`config.mk`:
```
export PLATFORM = sky130hd
export DESIGN_NAME = text_render_ctrl
export DESIGN_NICKNAME = d
export VERILOG_FILES = /design/src/rtl/text_render_ctrl.sv
export SDC_FILE = /design/constraint.sdc
export NUM_CORES = 1
export LEC_CHECK = 0
export CAP_MARGIN = 20
export CORE_MARGIN = 5
export CORE_UTILIZATION = 31
export CTS_BUF_LIST = sky130_fd_sc_hd__clkbuf_4
export DETAILED_ROUTE_END_ITERATION = 7
export GPL_ROUTABILITY_DRIVEN = 0
export SYNTH_ARGS = -nofsm -noshare
export SYNTH_HDL_FRONTEND = slang
export SYNTH_SLANG_ARGS = --single-unit
```
`constraint.sdc`:
```
create_clock -name clock -period 5.4 [get_ports clock]
set_input_delay 0.81 -clock clock [delete_from_list [all_inputs] [get_ports clock]]
set_output_delay 0.81 -clock clock [all_outputs]
set_load 0.03 [all_outputs]
```
`src/rtl/text_render_ctrl.sv`:
```
// text_render_ctrl: walks the character RAM, fetches each glyph row from the
// font ROM and paints 8x8 glyphs into the 9-bit bitmap VRAM, one pass per start.
module text_render_ctrl #(
    parameter int COLS   = 32,
    parameter int ROWS   = 16,
    parameter int Y_BASE = 0
) (
    input  logic        clock,
    input  logic        rst,
    input  logic        start,
    input  logic [8:0]  fg_color,
    input  logic [8:0]  bg_color,
    output logic        busy,
    output logic        done,
    output logic [8:0]  cram_rdaddress,
    input  logic [7:0]  cram_q,
    output logic [10:0] font_address,
    input  logic [7:0]  font_q,
    output logic [15:0] vram_wraddress,
    output logic [8:0]  vram_data,
    output logic        vram_wren
);

    localparam int CW = (COLS > 1) ? $clog2(COLS) : 1;
    localparam int RW = (ROWS > 1) ? $clog2(ROWS) : 1;

    typedef enum logic [2:0] {
        IDLE, CADDR, CWAIT, FADDR, FWAIT, WRITE, DONE
    } state_t;

    state_t         state, state_nxt;
    logic [CW-1:0]  col;
    logic [RW-1:0]  row;
    logic [2:0]     r, p;
    logic [7:0]     code, shift;
    logic [8:0]     fg_q, bg_q;
    logic [15:0]    hold_addr, live_addr;
    logic [8:0]     hold_data, live_data;
    logic           last_char;

    assign last_char = (col == CW'(COLS - 1)) && (row == RW'(ROWS - 1));

    // Pixel position: line = Y_BASE + row*8 + r, column = col*8 + p, 256 px per line.
    assign live_addr = {8'(Y_BASE + 8 * int'(row) + int'(r)), 8'(8 * int'(col) + int'(p))};
    assign live_data = shift[3'd7 - p] ? fg_q : bg_q;

    // The write port shows live values while writing and otherwise holds the last write.
    assign vram_wraddress = vram_wren ? live_addr : hold_addr;
    assign vram_data      = vram_wren ? live_data : hold_data;

    // State register.
    always_ff @(posedge clock) begin
        if (rst) state <= IDLE;
        else     state <= state_nxt;
    end

    // Next-state decode and per-state strobes.
    always_comb begin
        state_nxt = state;
        busy      = 1'b0;
        done      = 1'b0;
        vram_wren = 1'b0;
        case (state)
            IDLE:  if (start) state_nxt = CADDR;
            CADDR: begin busy = 1'b1; state_nxt = CWAIT; end
            CWAIT: begin busy = 1'b1; state_nxt = FADDR; end
            FADDR: begin busy = 1'b1; state_nxt = FWAIT; end
            FWAIT: begin busy = 1'b1; state_nxt = WRITE; end
            WRITE: begin
                busy      = 1'b1;
                vram_wren = 1'b1;
                if (p == 3'd7) begin
                    if (r != 3'd7)      state_nxt = FADDR;
                    else if (!last_char) state_nxt = CADDR;
                    else                 state_nxt = DONE;
                end
            end
            DONE:  begin done = 1'b1; state_nxt = IDLE; end
            default: state_nxt = IDLE;
        endcase
    end

    // Datapath: colour latch, RAM/ROM addressing, glyph shift row and counters.
    always_ff @(posedge clock) begin
        if (rst) begin
            fg_q           <= '0;
            bg_q           <= '0;
            col            <= '0;
            row            <= '0;
            r              <= '0;
            p              <= '0;
            code           <= '0;
            shift          <= '0;
            cram_rdaddress <= '0;
            font_address   <= '0;
            hold_addr      <= '0;
            hold_data      <= '0;
        end else begin
            case (state)
                IDLE: if (start) begin
                    fg_q           <= fg_color;
                    bg_q           <= bg_color;
                    col            <= '0;
                    row            <= '0;
                    cram_rdaddress <= '0;
                end
                CWAIT: begin
                    code         <= cram_q;
                    font_address <= {cram_q, 3'd0};
                    r            <= '0;
                end
                FWAIT: begin
                    shift <= font_q;
                    p     <= '0;
                end
                WRITE: begin
                    hold_addr <= live_addr;
                    hold_data <= live_data;
                    if (p != 3'd7) begin
                        p <= p + 3'd1;
                    end else if (r != 3'd7) begin
                        r            <= r + 3'd1;
                        font_address <= {code, r + 3'd1};
                    end else if (!last_char) begin
                        cram_rdaddress <= cram_rdaddress + 9'd1;
                        if (col == CW'(COLS - 1)) begin
                            col <= '0;
                            row <= row + 1'b1;
                        end else begin
                            col <= col + 1'b1;
                        end
                    end
                end
                default: ;
            endcase
        end
    end

endmodule

```
==> impl_metrics.tcl, run 1 <==
set metrics [dict create \
    post_cts_buffers 0 \
    hold_viol 0 \
    grt_first_pass_wirelength_um 16400 \
    start_kind "flip-flop" \
    ys_ff_latch 93 \
    drc 0 \
    relSlewSlack 0.408 \
    crit_start "p[0]" \
    dp_hpwl_um 7260 \
    port_buffers 83 \
    cp-end-kind "output port" \
    hold_path_class "reg -> reg" \
    crit_arrival_ns 3.05 \
    tightest_slew_ns 0.888 \
    h-tree-depth 3 \
    antenna_found_initial 0 \
    clock_latency_ns 0.44 \
    io_pins 85 \
    start_util 0.320 \
    cts_root_buffer "clkbuf_4" \
    hold_start "bg_q[0]" \
    drv_cap 0 \
    min_period_ns 3.86 \
    synth_warnings 0 \
    finalSetupViolCount 0 \
    clkSinkCount 93 \
    ys_seq_area_frac 0.458 \
    grt_usage 0.129 \
    outcome "complete, no violations" \
    slew_viol_final 0 \
    r2r_start "p[0]" \
    rsz0062_at_grt "no" \
    cts.clk_slew.worst_paths_ns 0.13 \
    p_per_area_nw_per_um2 240 \
    path_class "reg -> out" \
    fin_setup_tns_ns 0 \
    via_count 3458 \
    fmax_mhz 259 \
    critPathRequiredTime_ns 4.59 \
    worstPathCellList "mux4_2, mux2i_4, mux2i_1, a21oi_1, clkdlybuf4s50_1" \
    grt_pass1_vias 3309 \
    cts_buffer_depth 2 \
    synth_cells 474 \
    routed_wl_um 9920 \
    endpoint "vram_data[1]" \
    core-area_um2 12700 \
    ys_types 43 \
    die_w_um 125 \
    dieArea_um2 15500 \
    cts_hold_buf 0 \
    netlist_area_um2 4070 \
    ant_nets 0 \
    syn_area_per_cell_um2 8.58 \
    rows 41 \
    drive_above_1_share 0.0758 \
    ir_worst_vdd_uv 170 \
    skew_ns 0.0213 \
    period_share 0.715 \
    nets 582 \
    grt_max_degree 50 \
    p_leak_nw 1.82 \
    dr.pass1.iters 4 \
    cts_resized 0 \
    diodes 0 \
    r2r_slack_ns 2.69 \
    cp_max_fo 9 \
    synth_nets 519 \
    area_growth_pct 25.0 \
    grt_overflow 0 \
    slowest_stage "clkdlybuf4s50_1" \
    drt_iter0_markers 152 \
    reg2reg_depth 6 \
    avgViaCountPerCell 4.85 \
    cts-buffers-inserted 9 \
    r2r_end "row[3]" \
    die_h_um 125 \
    cts_tree "yes" \
    hold-worst-slack_ns 0.465 \
    layout_commonest_cell "nand2_1" \
    slowest_delay_ns 0.71 \
    mostFrequentLayoutCells "nand2_1, dfxtp_1, clkdlybuf4s50_1, a21oi_1, nor2_1" \
    wl_per_cell_um 13.9 \
]
## final cells by class
type | instances | area (µm²)
fill | 1350 | 7640
multi-input combinational | 339 | 2020
sequential | 93 | 1860
timing repair buffer | 88 | 863
tap | 172 | 215
clock buffer | 10 | 75.1
clock inverter | 5 | 28.8
inverter | 6 | 22.5
## state kept, by name, indices dropped and copies added, names as in the netlist
signal and cells:
bg_q 9, code 8, col 5, cram_rdaddress 9, fg_q 9, font_address 11, hold_addr 15, hold_data 9
p 3, row 4, shift 8, state 3
## where the power goes
part | internal [W] | switching (W) | leakage (nW)
clock | 0.0000946 | 0.000220 | 0.0573
combinational | 0.0000724 | 0.000104 | 1.01
sequential | 0.000711 | 0.0000208 | 0.754
total | 0.000878 | 0.000345 | 1.82
## stage by stage
stage	util	power, W	std cells	worst slack [ns]	cell area [µm²]
after floorplan	-	0.000856	474	2.50	4070
after global placement	0.392	0.000921	698	2.06	4980
after detailed placement	0.392	0.000926	698	2.01	4980
after CTS	0.400	0.00125	713	1.46	5090
after global routing	0.400	0.00129	713	1.28	5090
final	0.400	0.00122	713	1.54	5090
## synth_stat cells
master    number  area [µm²]
a211o_1        1        8.76
a211oi_1       9        67.6
a21oi_1       70         350
a311oi_1       8        70.1
a31oi_1        2        12.5
and2_1         1        6.26
and3_1         3        18.8
and3b_1        1        8.76
and4_1         2        17.5
buf_1          2        7.51
buf_2          5        25.0
buf_4          4        30.0
buf_6          2        22.5
clkbuf_1      23        86.3
conb_1         1        3.75
dfxtp_1       93        1860
ha_1           8         100
inv_1          6        22.5
mux2_2        15         169
mux2i_1       11         110
mux2i_4        1        22.5
mux4_2         2        45.0
nand2_1       94         353
nand2b_1       4        25.0
nand3_1       10        50.1
nand3b_1       4        30.0
nand4_1        2        12.5
nand4b_1       1        8.76
nor2_1        25        93.8
nor2b_1       16         100
nor3_1         3        15.0
nor3b_2        1        12.5
nor4_1         1        6.26
nor4b_1        2        17.5
nor4bb_1       1        10.0
o21ai_0       11        55.1
o21bai_1       1        7.51
o22a_1         1        8.76
o31ai_1        9        67.6
or2_2          2        12.5
or3_1          5        31.3
or4_1         10        75.1
or4b_1         1        10.0
## routing by layer
layer / global-route usage / routed length (µm) / part of all wire / vias to the layer above
li1: - / - / - / 1789
met1: 0.149 / 4340 / 0.44 / 1599
met2: 0.222 / 4920 / 0.50 / 61
met3: 0.0480 / 550 / 0.055 / 9
met4: 0.0387 / 111 / 0.011 / 0
met5: 0 / 0 / 0 / -
## worst min-delay path by stage
stage | endpoint | cells after the start
after global routing | code[2] | 2
final | bg_q[0] | 2
after detailed placement | fg_q[6] | 2
after global placement | code[6] | 2
after floorplan | shift[1] | 2
after CTS | fg_q[6] | 2
## cells by family after synthesis
logic type               Yosys count  share of synthesized area
AND/OR/NAND/NOR                  189                      0.225
AO/OA/AOI/OAI                    112                      0.159
flip-flops                        93                      0.458
buffers and inverters             42                     0.0477
multiplexers                      29                     0.0852
adder cells (fa/ha/maj)            8                     0.0246
other                              1                   0.000922
## worst max-delay path: cells and delay by family (launching register included)
| kind | cells | cell delay, ns |
|---|---|---|
| mux | 3 | 1.19 |
| flops | 1 | 0.49 |
| buf+inv | 1 | 0.71 |
| compound gates | 1 | 0.22 |
No activity file was read; power rests on OpenSTA's default activity.
==> run 2: changes to the inputs <==
==> constraint.sdc (replaced) <==
create_clock -name clock -period 3.52 [get_ports clock]
set_input_delay 0.528 -clock clock [delete_from_list [all_inputs] [get_ports clock]]
set_output_delay 0.528 -clock clock [all_outputs]
set_load 0.03 [all_outputs]
==> run 2 against run 1 <==
  * Power increased by 55%
  * Wire length rose by 2.2%
  * Core utilization up 0.059 points
  * First-iteration DRC count up 27%
  * Register-to-register slack got worse by 1.9 ns
  * Clock power increased by 57%
  * Sequential share of layout area down 0.054 points
  * Non-clock buffer count rose by 4
  * Global-route usage increased by 0.32 points
  * Flip-flop and latch count stayed put
  * Count of clock-buffer cells in the layout unchanged
==> impl_metrics.tcl, run 2 (synthesis gave the netlist of run 1 again) <==
set metrics [dict create \
    dr.pass1.iters 4 \
    p_per_area_nw_per_um2 371 \
    dieArea_um2 15500 \
    outcome "complete, no violations" \
    relSlewSlack 0.481 \
    start_util 0.320 \
    hold_path_class "reg -> reg" \
    p_leak_nw 1.85 \
    largest_register_ffs 15 \
    dpl_cell_area_um2 4990 \
    layout_commonest_cell "nand2_1" \
    critPathRequiredTime_ns 2.99 \
    cts_buffer_depth 2 \
    diodes 0 \
    fin_area_um2 5090 \
    die_h_um 125 \
    cp_max_fo 9 \
    area_growth_pct 25.2 \
    tightest_slew_ns 0.776 \
    drv_cap 0 \
    grt_most_used_layer "met2" \
    cp-end-kind "output port" \
    slowest_delay_ns 0.58 \
    cts-buffers-inserted 9 \
    ir_worst_vdd_uv 202 \
    io_pins 85 \
    grt_max_degree 31 \
    largestRegisters "hold_addr (15), font_address (11)" \
    grt_pass1_vias 3363 \
    wl_per_cell_um 14.1 \
    min_period_ns 3.20 \
    cp_top_family "multiplexers" \
    slowest_stage "mux4_2" \
    worst_slack_ns 0.324 \
    grt_overflow 0 \
    die_w_um 125 \
    hold_viol 0 \
    met2_usage 0.212 \
    final_util 0.400 \
    start_kind "flip-flop" \
    use_met3 0.0510 \
    ant_nets 0 \
    fill_cells 1304 \
    period_share 0.908 \
    antenna_found_initial 0 \
    place_inst 702 \
    port_buffers 83 \
    clkSinkCount 93 \
    rows 41 \
    nets 586 \
    core-area_um2 12700 \
    grt_usage 0.132 \
    finalSetupViolCount 0 \
    cts_root_buffer "clkbuf_4" \
    path_class "reg -> out" \
    slew_viol_final 0 \
    fin_setup_tns_ns 0 \
    crit_arrival_ns 2.67 \
    crit_buf_inv 1 \
    fmax_mhz 313 \
    drc 0 \
    finalNonFillerCells 717 \
    h-tree-depth 3 \
    cts_hold_buf 0 \
    dp_hpwl_um 7410 \
    post_cts_buffers 0 \
    top_register "hold_addr" \
    cts.clk_slew.worst_paths_ns 0.14 \
    grt_first_pass_wirelength_um 16800 \
    drive_above_1_share 0.101 \
    skew_ns 0.0139 \
    cts_tree "yes" \
    mostFrequentLayoutCells "nand2_1, dfxtp_1, clkdlybuf4s50_1, a21oi_1, nor2_1" \
    cts_resized 0 \
    drt_iter0_markers 193 \
    pre_cts_ws_ns 0.776 \
    clock_latency_ns 0.46 \
    rsz0062_at_grt "no" \
    routed_wl_um 10100 \
    grt_use_met1 0.166 \
    via_count 3487 \
    worstPathCellList "mux4_2, mux2i_4, mux2i_1, a21oi_1, buf_4" \
    avgViaCountPerCell 4.86 \
]
==> run 2: cell types whose count changed in the layout (fill, tap and decap cells not counted) <==
cell | previous run | this run
clkinvlp_4 | 1 | 2
buf_4 | 5 | 19
clkinv_2 | 1 | 0
clkinv_4 | 1 | 0
clkdlybuf4s50_1 | 82 | 72
clkinv_1 | 2 | 3
inv_1 | 6 | 5
inv_6 | 0 | 1
==> run 2: area by class of cell <==
type | instances | area (µm²) | share of cell area
well taps | 172 | 215 | 0.0422
flip-flops and latches | 93 | 1860 | 0.366
clock buffers | 10 | 75.1 | 0.0147
inverters | 6 | 26.3 | 0.00516
multi-input cells | 339 | 2020 | 0.396
clock inverters | 5 | 27.5 | 0.00540
repair buffers | 92 | 868 | 0.170
==> run 2: worst paths after layout <==
kind / slack (ns) / end / startpoint / depth (start not counted)
setup / recovery: 0.32 / vram_data[3] / p[0] / 5
hold / removal: 0.46 / bg_q[2] / bg_q[2] / 2
setup reg to reg: 0.78 / cram_rdaddress[7] / p[0] / 6
hold reg to reg: 0.46 / bg_q[2] / bg_q[2] / 2
==> run 2: power by group <==
group | internal (W) | switching [W] | leakage [nW]
Combinational | 0.000113 | 0.000168 | 1.04
Clock | 0.000145 | 0.000349 | 0.0554
Sequential | 0.00109 | 0.0000247 | 0.754
==> run 2: metrics by stage <==
step / total power, W / hold slack (ns)
finish: 0.00189 / 0.463
global route: 0.00200 / 0.482
detailed placement: 0.00142 / 0.448
global placement: 0.00142 / 0.442
floorplan: 0.00131 / 0.433
CTS: 0.00192 / 0.467
==> run 2: per-layer routing <==
metal	share of wire	vias up
met5	0	-
met4	0.012	0
li1	-	1787
met3	0.061	15
met1	0.46	1604
met2	0.47	81
==> run 2: worst reg2reg max path: stages (launching register included) <==
cell	delay, ns
dfxtp_1	0.51
ha_1	0.20
ha_1	0.28
and3b_1	0.24
or3_1	0.68
or4_1	0.62
a21oi_1	0.15
